### config.mk
export PLATFORM = sky130hd
export DESIGN_NAME = str_unpack
export DESIGN_NICKNAME = d
export VERILOG_FILES = /design/src/rtl/str_pkg.sv /design/src/rtl/str_unpack.sv
export SDC_FILE = /design/constraint.sdc
export NUM_CORES = 1
export LEC_CHECK = 0
export CORE_MARGIN = 5
export CORE_UTILIZATION = 31
export CTS_BUF_LIST = sky130_fd_sc_hd__clkbuf_16
export DETAILED_ROUTE_END_ITERATION = 16
export PLACE_DENSITY = 0.59
export SYNTH_ARGS = -nofsm -noshare
export SYNTH_HDL_FRONTEND = slang
export SYNTH_SLANG_ARGS = --single-unit
### constraint.sdc
create_clock -name clk -period 4.48 [get_ports clk]
set_clock_uncertainty 0.1 [all_clocks]
set_input_delay 0.672 -clock clk [delete_from_list [all_inputs] [get_ports clk]]
set_output_delay 0.672 -clock clk [all_outputs]
set_load 0.01 [all_outputs]
### src/rtl/str_pkg.sv
// Definitions shared by the stream width-conversion blocks: lane emission order,
// remaining-beat state names and a helper that sizes lane counters.
package str_pkg;

    typedef enum logic {
        LANE_LSB_FIRST = 1'b0,
        LANE_MSB_FIRST = 1'b1
    } lane_order_e;

    typedef enum logic [1:0] {
        ST_EMPTY = 2'd0,
        ST_SHIFT = 2'd1,
        ST_FINAL = 2'd2
    } rem_state_e;

    // Width needed to hold a lane count from 0 up to and including nb.
    function automatic int cnt_width(input int nb);
        return $clog2(nb + 1);
    endfunction

endpackage

### src/rtl/str_unpack.sv
// Wide-to-narrow stream unpacker: splits each upstream word into up_cnt lanes and emits them
// one per downstream beat. Define STR_UNPACK_MSB_FIRST_EN to emit the highest valid lane first.
module str_unpack
    import str_pkg::*;
#(
    parameter int  DATA_UP_WIDTH = 32,
    parameter int  DATA_DN_WIDTH = 8,
    localparam int DATA_NB       = DATA_UP_WIDTH / DATA_DN_WIDTH,
    localparam int CNT_WIDTH     = cnt_width(DATA_NB)
) (
    input  logic                     clk,
    input  logic                     rst,
    input  logic [DATA_UP_WIDTH-1:0] up_data,
    input  logic [CNT_WIDTH-1:0]     up_cnt,
    input  logic                     up_last,
    input  logic                     up_val,
    output logic                     up_rdy,
    output logic [DATA_DN_WIDTH-1:0] dn_data,
    output logic                     dn_last,
    output logic                     dn_val,
    input  logic                     dn_rdy
);

`ifdef STR_UNPACK_MSB_FIRST_EN
    localparam lane_order_e LANE_ORDER = LANE_MSB_FIRST;
`else
    localparam lane_order_e LANE_ORDER = LANE_LSB_FIRST;
`endif

    localparam logic [CNT_WIDTH-1:0] NB_C = CNT_WIDTH'(DATA_NB);

    // MSB-first: move lane n-1 to the top so emission always pulls from the same end.
    function automatic logic [DATA_UP_WIDTH-1:0] align(input logic [DATA_UP_WIDTH-1:0] w,
                                                       input logic [CNT_WIDTH-1:0]     n);
        if (LANE_ORDER == LANE_MSB_FIRST)
            return w << (DATA_DN_WIDTH * (DATA_NB - int'(n)));
        return w;
    endfunction

    function automatic logic [DATA_DN_WIDTH-1:0] head(input logic [DATA_UP_WIDTH-1:0] w);
        if (LANE_ORDER == LANE_MSB_FIRST)
            return w[DATA_UP_WIDTH-1 -: DATA_DN_WIDTH];
        return w[DATA_DN_WIDTH-1:0];
    endfunction

    function automatic logic [DATA_UP_WIDTH-1:0] advance(input logic [DATA_UP_WIDTH-1:0] w);
        if (LANE_ORDER == LANE_MSB_FIRST)
            return w << DATA_DN_WIDTH;
        return w >> DATA_DN_WIDTH;
    endfunction

    logic [DATA_UP_WIDTH-1:0] shreg_q, shreg_d, aligned;
    logic [CNT_WIDTH-1:0]     rem_q, rem_d, n_cnt;
    logic                     last_q, last_d;
    logic                     primed_q;
    logic [DATA_DN_WIDTH-1:0] dn_data_q, dn_data_d;
    logic                     dn_last_q, dn_last_d;
    logic                     dn_val_q, dn_val_d;
    logic                     up_fire, dn_fire;
    rem_state_e               state;

    assign state   = (rem_q == '0) ? ST_EMPTY :
                     (rem_q == CNT_WIDTH'(1)) ? ST_FINAL : ST_SHIFT;
    assign up_rdy  = primed_q & (~dn_val_q | ((state == ST_FINAL) & dn_rdy));
    assign up_fire = up_val & up_rdy;
    assign dn_fire = dn_val_q & dn_rdy;
    assign n_cnt   = (up_cnt > NB_C) ? NB_C : up_cnt;
    assign aligned = align(up_data, n_cnt);

    always_comb begin
        shreg_d   = shreg_q;
        rem_d     = rem_q;
        last_d    = last_q;
        dn_data_d = dn_data_q;
        dn_last_d = dn_last_q;
        dn_val_d  = dn_val_q;
        // A load wins over a plain consume: up_fire implies any pending final beat is taken now.
        if (up_fire) begin
            last_d = up_last;
            if (n_cnt == '0) begin
                shreg_d   = '0;
                rem_d     = up_last ? CNT_WIDTH'(1) : '0;
                dn_data_d = '0;
                dn_last_d = up_last;
                dn_val_d  = up_last;
            end else begin
                shreg_d   = advance(aligned);
                rem_d     = n_cnt;
                dn_data_d = head(aligned);
                dn_last_d = up_last & (n_cnt == CNT_WIDTH'(1));
                dn_val_d  = 1'b1;
            end
        end else if (dn_fire) begin
            if (state == ST_SHIFT) begin
                shreg_d   = advance(shreg_q);
                rem_d     = rem_q - CNT_WIDTH'(1);
                dn_data_d = head(shreg_q);
                dn_last_d = last_q & (rem_q == CNT_WIDTH'(2));
            end else begin
                rem_d     = '0;
                dn_last_d = 1'b0;
                dn_val_d  = 1'b0;
            end
        end
    end

    always_ff @(posedge clk or negedge rst) begin
        if (!rst) begin
            shreg_q   <= '0;
            rem_q     <= '0;
            last_q    <= 1'b0;
            primed_q  <= 1'b0;
            dn_data_q <= '0;
            dn_last_q <= 1'b0;
            dn_val_q  <= 1'b0;
        end else begin
            shreg_q   <= shreg_d;
            rem_q     <= rem_d;
            last_q    <= last_d;
            primed_q  <= 1'b1;
            dn_data_q <= dn_data_d;
            dn_last_q <= dn_last_d;
            dn_val_q  <= dn_val_d;
        end
    end

    assign dn_data = dn_data_q;
    assign dn_last = dn_last_q;
    assign dn_val  = dn_val_q;

endmodule

==> results of run 1 <==
==> registers in the layout (all words and copies together), names as in the netlist <==
name,count
dn_data,8
dn_last,1
dn_val,1
last_q,1
primed_q,1
rem_q,3
shreg_q,24
==> worst max-delay path by stage <==
stage | endpoint | slack (ns)
after CTS | up_rdy | 1.48
after global routing | up_rdy | 1.39
after global placement | shreg_q[7] | 1.39
after floorplan | up_rdy | 2.43
final | up_rdy | 1.48
after detailed placement | shreg_q[7] | 1.39
==> cell families after synthesis <==
logic type                 count (synthesis)  synth area share [%]
DFF                                       39                  51.3
buffers and inverters                     16                  4.74
adders and majority gates                  4                  2.63
muxes                                      1                 0.527
other                                      1                 0.197
and+or+nand+nor                           44                  10.3
AOI/OAI and AO/OA                         72                  30.2
==> layout make-up <==
cell class                      instances  area share, %
Sequential cell                        39           38.1
Multi-Input combinational cell        122           32.6
Timing Repair Buffer                   51           19.6
Clock buffer                            5           4.89
Tap cell                               75           3.67
Inverter                                4          0.587
Clock inverter                          3          0.489
==> synthesized netlist by cell type <==
cell / number
nand2_2: 2
dfrtp_1: 39
ha_1: 4
o21ba_1: 1
buf_4: 2
clkbuf_1: 4
nand3_1: 2
nand4bb_2: 1
buf_6: 1
conb_1: 1
o21ai_1: 11
clkbuf_8: 1
nand2_1: 34
a22o_1: 8
nor3_1: 1
nor2_1: 1
a2bb2oi_2: 9
or2_1: 1
and2_4: 1
mux2i_1: 1
a22oi_1: 1
o21a_1: 1
o311ai_0: 1
buf_2: 4
a21boi_0: 1
a21oi_2: 2
inv_1: 4
nand4_1: 1
a21oi_1: 1
o21ai_0: 19
a21o_4: 1
a2bb2oi_1: 16
==> critical path, cell delays in order <==
cell	delay, ns
clkdlybuf4s50_1	0.56
nand4bb_2	0.21
a21boi_0	0.22
clkdlybuf4s50_1	0.57
==> metal layers <==
metal	vias to the layer above	GRT usage (%)	part of all wire (%)
li1	727	-	-
met1	692	14.4	46
met2	34	18.6	46
met3	7	3.07	6.1
met4	0	4.53	1.7
met5	-	0	0
==> power by group through the flow <==
stage,clock (W),combinational [W],sequential (W)
finish,0.000324,0.000630,0.000637
global route,0.000352,0.000693,0.000661
CTS,0.000334,0.000638,0.000638
detailed placement,0,0.000636,0.000642
global placement,0,0.000620,0.000641
floorplan,0,0.000446,0.000630
==> through the flow <==
step,area (um^2),total power [W],hold WS (ns),util [%]
2_1_floorplan,1900,0.00108,0.276,-
3_3_place_gp,2420,0.00126,0.364,40.7
3_5_place_dp,2420,0.00128,0.364,40.7
4_1_cts,2560,0.00161,0.376,43.0
5_1_grt,2560,0.00171,0.408,43.0
6_report,2560,0.00159,0.375,43.0
==> impl_metrics.ini, run 1 <==
[run_status]
status = finished, final reports clean

[sta]
setup_viol = 0
max_slew_margin_pct = 39.9
rsz0062_at_grt = false
slew_viol_final = 0
period_minus_slack_ns = 3.00
final.setup.tns_ns = 0
fmax_ghz = 0.334
fin_ws_ns = 1.48
period_share_pct = 66.9
worstMarginPinSlew_ns = 0.901
hold_viol = 0

[global_routing]
grt_max_degree = 40
gr-total-overflow = 0
grt_pass1_wl_um = 6900
antenna_found_initial = 0
grt_usage_pct = 11.4
grt_pass1_vias = 1509

[synthesis]
yosysTopAreaCell = dfrtp_1
synthCells = 177
avgSynthCellArea_um2 = 10.7
yosys_warnings = 0
synth_cell_types = 32
synth-seq-area-share_pct = 51.3
netlist.area_leader.share_pct = 51.3
synthesis.area_um2 = 1900
synth.area.top_cells = dfrtp_1, a2bb2oi_1, a2bb2oi_2, nand2_1, o21ai_0
synth_seq_cells = 39
synth_fp_nets = 221

[finish]
fin_cells = 299
synthToLayoutAreaGrowth_pct = 34.7
mostFrequentLayoutCell = clkdlybuf4s50_1
drive_above_1_share_pct = 10.7
seqCellArea_um2 = 976
diodes = 0
layout.filler_cells = 569
multi_input_area_um2 = 835
final_cell_mix = clkdlybuf4s50_1, dfrtp_1, nand2_1
nets = 267

[floorplan]
row_count = 28
io-pin-count = 51
die_h_um = 88.3
die_w_um = 88.3
start_util_pct = 31.9
die_area_um2 = 7800
coreArea_um2 = 5960

[clock_network]
cts_buffers = 5
post_cts_buffers = 0
cts.reportedPaths.clkPinSlew_ns = 0.05
insertion_delay_ns = 0.28
cts_num_sinks = 39
cts-htree-levels = 2
cts_tree = built
ctsResizeCount = 0
cts-root-buf = clkbuf_16
hold_buffers = 0
clock_path_buffers = 2

[worst_setup_path]
crit_type = in2out
required_ns = 3.71
cp_max_fo = 4
crit_arrival_ns = 2.22
ff2ff_setup_slack_ns = 1.82
crit_start = dn_rdy
worstSetupEndpointType = output port
ff2ff_path_depth = 6
timing.rr.end = shreg_q[7]
timing.rr.start = rem_q[0]
crit_path_start_kind = input pin

[routing]
drt-wirelength-per-cell_um = 14.1
num_vias = 1460
dr.pass1.iters = 4
post-route-drc-count = 0
wl_um = 4230
drt_iter0_drc = 79
antenna_left = 0
avgViaCountPerCell = 4.88

[flow_run]
cap_violations = 0

[min_path]
hold_end = last_q
worstHoldPathType = reg2reg
min_from = last_q
min_path_cells = 2

[pwr]
clockPowerShare_pct = 20.4
power_frac_comb_pct = 39.6
p_leak_nw = 1.07
internal_power_w = 0.00109
p_per_area_nw_per_um2 = 621
power_switching_share_pct = 31.3
peakVddDrop_mv = 0.238
switching_power_w = 0.000498
p_seq_share_pct = 40.0

[placement]
placement.io_buffers = 50
place_congestion = 0.828
post-dp-hpwl_um = 2960
dpl.cell_count = 291
pre_cts_slack_ns = 1.39
Note: power is estimated with default switching activity, not from simulation.
==> inputs of run 2 (changes only) <==
Settings changed: PLACE_DENSITY 0.59 to 0.61.
Clock period 4.48 ns to 2.5 ns, I/O delays scaled along.
==> run 2 against run 1 <==
Effect of this change:
- first-iteration DRC count fell by 37%
- clock power rose by 120%
- sequential power rose by 81%
- worst setup slack got worse by 1.4 ns
- critical path depth rose by 1
- final cell count rose by 1.0%
- cell area rose by 2.9%
- global-route usage rose by 0.36 points
- routed wire length rose by 1.6%
- core utilization rose by 1.2 points
- sequential share of layout area fell by 1.1 points
- count of clock-buffer cells in the layout did not move
- critical endpoint unchanged
- highest routed layer unchanged
==> impl_metrics.ini, run 2 (synthesis results as in run 1) <==
[global_routing]
grt_max_degree = 40
antenna_found_initial = 0
grt_pass1_vias = 1516
grt_usage_pct = 11.8
gr-total-overflow = 0
grt_pass1_wl_um = 7130

[flow_run]
cap_violations = 0

[floorplan]
start_util_pct = 31.9
die_h_um = 88.3
die_w_um = 88.3
die_area_um2 = 7800
coreArea_um2 = 5960
io-pin-count = 51
row_count = 28

[worst_setup_path]
cp_max_fo = 4
slowest_delay_ns = 0.56
crit_type = reg2out
worstSetupEndpointType = output port
worst-path-buf-inv = 2
crit_path_start_kind = register
slowest_stage = clkdlybuf4s50_1
required_ns = 2.03
cp.depth = 5
ff2ff_path_depth = 8
crit_start = rem_q[0]
timing.rr.start = rem_q[0]
crit_arrival_ns = 1.95
worstPathCellList = inv_1 > ha_1 > nand4bb_2 > a21boi_0 > clkdlybuf4s50_1
cp_top_family = buffers and inverters

[routing]
drt_iter0_drc = 50
wl_um = 4290
avgViaCountPerCell = 4.81
top_layer = met4
wl_met3_um = 262
met2_length_um = 1880
num_vias = 1454
dr.pass1.iters = 4
met1Wirelength_um = 2090
post-route-drc-count = 0
antenna_left = 0
drt-wirelength-per-cell_um = 14.2

[sta]
worstMarginPinSlew_ns = 0.855
hold_viol = 0
period_minus_slack_ns = 2.42
slew_viol_final = 0
max_slew_margin_pct = 43.0
setup_viol = 0
period_share_pct = 97.0
fmax_ghz = 0.413
final.setup.tns_ns = 0
rsz0062_at_grt = false

[finish]
diodes = 0
drive_above_1_share_pct = 12.3
nets = 270
final_cell_mix = clkdlybuf4s50_1, dfrtp_1, nand2_1
largest-register = shreg_q
utilization_pct = 44.2
mostFrequentLayoutCell = clkdlybuf4s50_1
layout.filler_cells = 578
synthToLayoutAreaGrowth_pct = 38.6
largest_reg_flops = 24

[placement]
post-dp-hpwl_um = 3010
place_congestion = 0.772
placement.io_buffers = 50

[pwr]
p_leak_nw = 1.09
p_per_area_nw_per_um2 = 1140
peakVddDrop_mv = 0.459

[clock_network]
hold_buffers = 0
cts_num_sinks = 39
post_cts_buffers = 0
cts_tree = built
cts.reportedPaths.clkPinSlew_ns = 0.06
cts-root-buf = clkbuf_16
cts-htree-levels = 2
insertion_delay_ns = 0.28
ctsResizeCount = 0
cts_buffers = 5
clock_path_buffers = 2

[min_path]
worstHoldPathType = in2async

[run_status]
status = finished, final reports clean
==> run 2: layer usage <==
metal | track usage, % | up-vias
li1 | - | 738
met1 | 16.1 | 673
met2 | 17.3 | 39
met3 | 3.45 | 4
met4 | 4.95 | 0
met5 | 0 | -
==> run 2: worst register-to-register path: stages (launching register included) <==
cell	delay (ns)
dfrtp_1	0.39
inv_1	0.09
ha_1	0.23
nand4bb_2	0.23
buf_4	0.17
a21o_4	0.30
nand2_2	0.16
buf_12	0.19
a2bb2oi_1	0.18
==> run 2: final timing paths <==
kind	endpoint	slack (ns)
min reg2reg	last_q	0.38
max reg2reg	shreg_q[6]	0.40
min in group clk	last_q	0.38
max	up_rdy	0.08
min	dn_data[3]	0.11
max in group asynchronous	rem_q[1]	1.65
==> run 2: power by group <==
| part | internal (W) | switching (W) |
|---|---|---|
| Clock | 0.000465 | 0.000232 |
| Combinational | 0.000691 | 0.000475 |
| Sequential | 0.000942 | 0.000203 |
| Total | 0.00210 | 0.000911 |
==> run 2: through the flow <==
stage	hold slack (ns)	area (um^2)	worst slack, ns	cells	total power (W)
floorplan	-0.0206	1900	0.608	177	0.00193
detailed placement	0.369	2470	0.224	294	0.00233
global route	0.182	2630	0.00925	302	0.00320
CTS	0.141	2630	0.0664	302	0.00304
finish	0.106	2630	0.0759	302	0.00301
global placement	0.366	2470	0.252	294	0.00230
==> run 2: final cells by class <==
cell class              instances  area [um^2]  area share, %
repair buffers                 54          551           20.9
multi-input cells             122          835           31.7
well taps                      75         93.8           3.56
inverters                       4         15.0          0.570
clock inverters                 3         38.8           1.47
flip-flops and latches         39          976           37.1
clock buffers                   5          125           4.75
